<file path="src/rtl/eth_pkg.sv">
// Shared word layout and write-FSM state type for the Ethernet receive path.
// Word layout: {end, start, data[31:0]}.
package eth_pkg;

  localparam int ETH_WORD_W    = 34;
  localparam int ETH_DATA_W    = 32;
  localparam int ETH_START_BIT = 32;
  localparam int ETH_END_BIT   = 33;

  typedef enum logic [1:0] {IDLE, WRITE, DROP} pkt_fifo_state_t;

  typedef logic [ETH_WORD_W-1:0] eth_word_t;

endpackage

</file>
<file path="src/rtl/eth_fifo_ram.sv">
// Simple dual-port RAM, DEPTH x 34 bits: synchronous write, registered read.
// The read register holds its value when rd_en is low.
module eth_fifo_ram
  import eth_pkg::*;
#(
  parameter int DEPTH  = 64,
  parameter int ADDR_W = $clog2(DEPTH)
) (
  input  logic                  clk,
  input  logic                  rstn,
  input  logic                  wr_en,
  input  logic [ADDR_W-1:0]     wr_addr,
  input  logic [ETH_WORD_W-1:0] wr_data,
  input  logic                  rd_en,
  input  logic [ADDR_W-1:0]     rd_addr,
  output logic [ETH_WORD_W-1:0] rd_data
);

  eth_word_t mem [DEPTH];

  // NOTE: the storage array has no reset; only the read register does, so the
  // array can map onto block RAM and reset fan-out stays small.
  always_ff @(posedge clk) begin
    if (wr_en) mem[wr_addr] <= wr_data;
  end

  always_ff @(posedge clk or negedge rstn) begin
    if (!rstn)      rd_data <= '0;
    else if (rd_en) rd_data <= mem[rd_addr];
  end

endmodule

</file>
<file path="src/rtl/eth_rx_pkt_fifo.sv">
// Packet-aware store-and-forward FIFO behind the Ethernet receiver.
// Optional `ETH_RX_PKT_FIFO_STATS_EN adds the saturating drop_cnt port.
module eth_rx_pkt_fifo
  import eth_pkg::*;
#(
  parameter int DEPTH = 64,
  parameter int CNT_W = $clog2(DEPTH) + 1
) (
  input  logic                  clk,
  input  logic                  rstn,
  input  logic [ETH_WORD_W-1:0] wr_data,
  input  logic                  wr_en,
  input  logic                  rd_en,
  output logic [ETH_WORD_W-1:0] rd_data,
  output logic                  rd_valid,
  output logic [CNT_W-1:0]      pkt_cnt,
  output logic                  empty,
  output logic                  drop
`ifdef ETH_RX_PKT_FIFO_STATS_EN
  ,
  output logic [15:0]           drop_cnt
`endif
);

  localparam int AW = $clog2(DEPTH);

  pkt_fifo_state_t  state, state_n;
  logic [CNT_W-1:0] wr_ptr, wr_ptr_n;
  logic [CNT_W-1:0] cm_ptr, cm_ptr_n;
  logic [CNT_W-1:0] rd_ptr;
  logic [CNT_W-1:0] base_ptr;
  logic             base_full;
  logic             drop_n;
  logic             commit;
  logic             mem_we;
  logic             wr_start, wr_end;
  logic             rd_accept, rd_end;
  logic [DEPTH-1:0] end_mark;

  assign wr_start  = wr_data[ETH_START_BIT];
  assign wr_end    = wr_data[ETH_END_BIT];
  assign empty     = (cm_ptr == rd_ptr);
  assign rd_accept = rd_en && !empty;
  assign rd_end    = end_mark[rd_ptr[AW-1:0]];

  // base_ptr is where the current word lands: the committed pointer when a
  // restart abandons an open packet, otherwise the tentative write pointer.
  // Fullness uses the pre-read rd_ptr, which is conservative.
  always_comb begin
    // NOTE: every output of this block gets a default first so no path can
    // leave one unassigned and infer a latch.
    state_n   = state;
    wr_ptr_n  = wr_ptr;
    cm_ptr_n  = cm_ptr;
    drop_n    = 1'b0;
    commit    = 1'b0;
    mem_we    = 1'b0;
    base_ptr  = wr_ptr;
    if (wr_en && state == WRITE && wr_start) begin
      base_ptr = cm_ptr;
      wr_ptr_n = cm_ptr;
      drop_n   = 1'b1;
    end
    base_full = ((base_ptr - rd_ptr) == CNT_W'(DEPTH));

    if (wr_en) begin
      if (wr_start) begin
        if (base_full) begin
          drop_n   = 1'b1;
          wr_ptr_n = base_ptr;
          state_n  = wr_end ? IDLE : DROP;
        end else begin
          mem_we   = 1'b1;
          wr_ptr_n = base_ptr + 1'b1;
          if (wr_end) begin
            cm_ptr_n = base_ptr + 1'b1;
            commit   = 1'b1;
            state_n  = IDLE;
          end else begin
            state_n  = WRITE;
          end
        end
      end else begin
        case (state)
          IDLE: state_n = IDLE;
          WRITE: begin
            if (base_full) begin
              drop_n   = 1'b1;
              wr_ptr_n = cm_ptr;
              state_n  = wr_end ? IDLE : DROP;
            end else begin
              mem_we   = 1'b1;
              wr_ptr_n = base_ptr + 1'b1;
              if (wr_end) begin
                cm_ptr_n = base_ptr + 1'b1;
                commit   = 1'b1;
                state_n  = IDLE;
              end
            end
          end
          DROP:    if (wr_end) state_n = IDLE;
          default: state_n = IDLE;
        endcase
      end
    end
  end

  // NOTE: sequential state uses non-blocking assignments so every register
  // samples pre-edge values regardless of block ordering.
  always_ff @(posedge clk or negedge rstn) begin
    if (!rstn) begin
      state  <= IDLE;
      wr_ptr <= '0;
      cm_ptr <= '0;
      rd_ptr <= '0;
      drop   <= 1'b0;
    end else begin
      state  <= state_n;
      wr_ptr <= wr_ptr_n;
      cm_ptr <= cm_ptr_n;
      drop   <= drop_n;
      if (rd_accept) rd_ptr <= rd_ptr + 1'b1;
    end
  end

  always_ff @(posedge clk or negedge rstn) begin
    if (!rstn) begin
      rd_valid <= 1'b0;
      pkt_cnt  <= '0;
    end else begin
      rd_valid <= rd_accept;
      case ({commit, rd_accept && rd_end})
        2'b10:   pkt_cnt <= pkt_cnt + 1'b1;
        2'b01:   pkt_cnt <= pkt_cnt - 1'b1;
        default: pkt_cnt <= pkt_cnt;
      endcase
    end
  end

  // Shadow of each word's end bit so pkt_cnt can drop at read acceptance,
  // before the registered RAM output appears.
  always_ff @(posedge clk) begin
    if (mem_we) end_mark[base_ptr[AW-1:0]] <= wr_end;
  end

`ifdef ETH_RX_PKT_FIFO_STATS_EN
  always_ff @(posedge clk or negedge rstn) begin
    if (!rstn)                              drop_cnt <= '0;
    else if (drop_n && drop_cnt != 16'hFFFF) drop_cnt <= drop_cnt + 1'b1;
  end
`endif

  eth_fifo_ram #(
    .DEPTH (DEPTH),
    .ADDR_W(AW)
  ) u_ram (
    .clk    (clk),
    .rstn   (rstn),
    .wr_en  (mem_we),
    .wr_addr(base_ptr[AW-1:0]),
    .wr_data(wr_data),
    .rd_en  (rd_accept),
    .rd_addr(rd_ptr[AW-1:0]),
    .rd_data(rd_data)
  );

endmodule

</file>
<file path="config.mk">
export PLATFORM = sky130hd
export DESIGN_NAME = eth_rx_pkt_fifo
export DESIGN_NICKNAME = d
export VERILOG_FILES = /design/src/rtl/eth_pkg.sv /design/src/rtl/eth_fifo_ram.sv /design/src/rtl/eth_rx_pkt_fifo.sv
export SDC_FILE = /design/constraint.sdc
export NUM_CORES = 2
export LEC_CHECK = 0
export ABC_AREA = 1
export CAP_MARGIN = 20
export CORE_MARGIN = 5
export CORE_UTILIZATION = 32
export CTS_BUF_LIST = sky130_fd_sc_hd__clkbuf_16
export CTS_CLUSTER_DIAMETER = 150
export DETAILED_ROUTE_END_ITERATION = 8
export SYNTH_ARGS = -nofsm -noshare
export SYNTH_HDL_FRONTEND = slang
export SYNTH_HIERARCHICAL = 1
export SYNTH_SLANG_ARGS = --single-unit
</file>
<file path="constraint.sdc">
create_clock -name clk -period 14.3 [get_ports clk]
set_input_delay 4.29 -clock clk [delete_from_list [all_inputs] [get_ports clk]]
set_output_delay 4.29 -clock clk [all_outputs]
set_load 0.05 [all_outputs]
</file>
==> impl_metrics.json <==
{
  "fin_worst_skew_ns": 0.03962,
  "final_core_util_pct": 36.41,
  "layout_commonest_cell": "nand2_1",
  "outcome": "finished, final reports clean",
  "use_met2_pct": 28.66,
  "path_clk_slew_ns": 0.06,
  "gr-max-usage-layer": "met2",
  "layout_common_cells": "nand2_1, edfxtp_1, nand3_1, clkbuf_16, nor2_1",
  "clockRootBuffer": "clkbuf_16",
  "max_cap_viol_count": 0,
  "syn-cell-area_um2": 93510,
  "clock_latency_ns": 0.87,
  "setup-tns-final_ns": 0,
  "die_x_um": 550.6,
  "via_count": 61920,
  "rsz0062_at_grt": "no",
  "wl_per_cell_um": 23.61,
  "max_stage_delay_ns": 0.76,
  "synth_nets": 7878,
  "synth-warning-count": 6,
  "setup_viol": 0,
  "die-area_um2": 303100,
  "leakagePower_nw": 36.56,
  "finalCriticalPeriod_ns": 9.601,
  "critPathKind": "in2reg",
  "required_ns": 15.03,
  "dieHeight_um": 550.6,
  "worst_setup_path_end_kind": "flop",
  "ios": 82,
  "post-route-period-util_pct": 67.14,
  "core_area_um2": 291100,
  "placed_cell_area_um2": 98050,
  "cts_setup_buffers": 0,
  "yosysSeqAreaShare_pct": 73.70,
  "globalRouteMet3Util_pct": 2.618,
  "slew_violations": 0,
  "gr-total-overflow": 0,
  "grt_max_degree": 215,
  "route.detailed.drc": 0,
  "dpl.hpwl_um": 157800,
  "cts_tree": "built",
  "first_pass_iters": 8,
  "peakVddDrop_v": 0.0002160,
  "first_iter_violations": 7841,
  "htreeDepth": 4,
  "grt_pass1_vias": 57720,
  "ys_seq_elements": 2306,
  "cts_buffer_depth": 3,
  "grt_pass1_wl_um": 403300,
  "yosys.area.top_type": "edfxtp_1",
  "rows": 198,
  "avgSynthCellArea_um2": 11.95,
  "slew_headroom_pct": 22.44,
  "worstSetupStartpointType": "input port",
  "grt.met1_usage_pct": 23.92,
  "area_delta_synth_final_pct": 13.33,
  "place.gp.congestion": 0.8643,
  "ant_nets": 0,
  "final_nets": 7803,
  "cp_slowest_cell": "clkdlybuf4s50_1",
  "tightest_slew_ns": 1.161,
  "drive_above_1_share_pct": 7.186,
  "fin_area_um2": 106000,
  "track_usage_pct": 17.80,
  "p_total_mw": 21.18,
  "ctsResizeCount": 0,
  "power.density_nw_per_um2": 199.9,
  "netlist.area_leader.share_pct": 71.93,
  "initial_core_util_pct": 32.13,
  "viasPerCell": 5.226,
  "synth.distinct_cells": 34,
  "cts_buffers": 231,
  "critPathMaxFanout": 27,
  "portBuffers": 81,
  "fmax_ghz": 0.1042,
  "cts-hold-fix-buffers": 0,
  "antenna_found_initial": 15,
  "crit_arrival_ns": 10.33,
  "cp_common_cell": "nand2_1",
  "synth.area.top_cells": "edfxtp_1, nand3_1, nand2_1, dfrtp_1, buf_2",
  "finalHoldViolCount": 0,
  "hp-class": "reg2reg",
  "wl_um": 279800,
  "syn_inst": 7823,
  "fill_cells": 27780,
  "clkSinkCount": 2306
}
[state kept, by name (all words and copies together), names as in the netlist]
register,flops
cm_ptr,7
drop,1
end_mark,64
pkt_cnt,7
rd_ptr,7
rd_valid,1
state,2
u_ram/mem,2176
u_ram/rd_data,34
wr_ptr,7
[critical path: cells and delay by family]
family / cells / cell delay (ns)
AND/OR/NAND/NOR: 18 / 2.73
adder cells (fa/ha/maj): 3 / 1.33
buffers and inverters: 3 / 1.22
AO/OA/AOI/OAI: 2 / 0.59
XOR/XNOR: 1 / 0.14
[cell type report]
cell class | count | area (um2) | share of cell area, %
clock buffers | 232 | 5806 | 5.478
multi-input cells | 4943 | 22290 | 21.03
flip-flops and latches | 2306 | 68940 | 65.05
well taps | 3900 | 4880 | 4.604
clock inverters | 199 | 1649 | 1.556
inverters | 67 | 289.0 | 0.2727
diodes | 4 | 10.01 | 0.009445
repair buffers | 199 | 2120 | 2.000
[logic make-up after synthesis]
kind of cell               after synthesis  share of synthesized area [%]
and+or+nand+nor                       4825                          22.43
buffers and inverters                  574                          2.969
xor gates and xnor gates                16                         0.1499
AOI/OAI and AO/OA                       85                         0.5151
DFF                                   2306                          73.70
adders and majority gates               17                         0.2355
[through the flow]
stage,setup WS (ns),hold slack [ns],std cells
after floorplan,3.659,0.4488,7823
after global placement,3.821,0.4622,11390
after detailed placement,3.880,0.4650,11390
after CTS,4.816,0.4814,11820
after global routing,4.186,0.4995,11850
final,4.699,0.4770,11850
[cell usage after synthesis, drive strengths merged]
cell type,n
nand2,2400
edfxtp,2240
nand3,2203
buf,402
nor2,187
clkbuf,105
dfrtp,66
inv,64
o21ai,54
a21oi,17
ha,16
nand4,13
xor2,12
nor3,10
nor4,9
o211ai,8
o22ai,4
xnor2,4
clkinv,3
or2,3
a22oi,1
fa,1
o31ai,1
[power by group]
part           leakage [nW]  internal (mW)  switching [mW]
Combinational          11.8           1.81            5.64
Sequential             20.9           7.59           0.231
Clock                  3.82           3.33            2.59
Total                  36.6           12.7            8.46
[final timing paths]
| kind | slack, ns | startpoint | end | cells past startpoint |
|---|---|---|---|---|
| max | 4.70 | wr_en | pkt_cnt[6] | 27 |
| min | 0.48 | wr_ptr[0] | wr_ptr[0] | 2 |
| max reg2reg | 8.22 | state[1] | pkt_cnt[6] | 28 |
| min reg2reg | 0.48 | wr_ptr[0] | wr_ptr[0] | 2 |
| max in group asynchronous | 9.89 | rstn | rd_ptr[3] | 2 |
| min in group asynchronous | 3.33 | rstn | rd_ptr[6] | 1 |
[layer usage]
metal | part of all wire (%) | vias to the layer above
li1 | - | 27730
met4 | 4.7 | 4
met5 | 0.0096 | -
met3 | 7.7 | 461
met2 | 48 | 2924
met1 | 40 | 30810
Note: power is estimated with default switching activity, not from simulation.
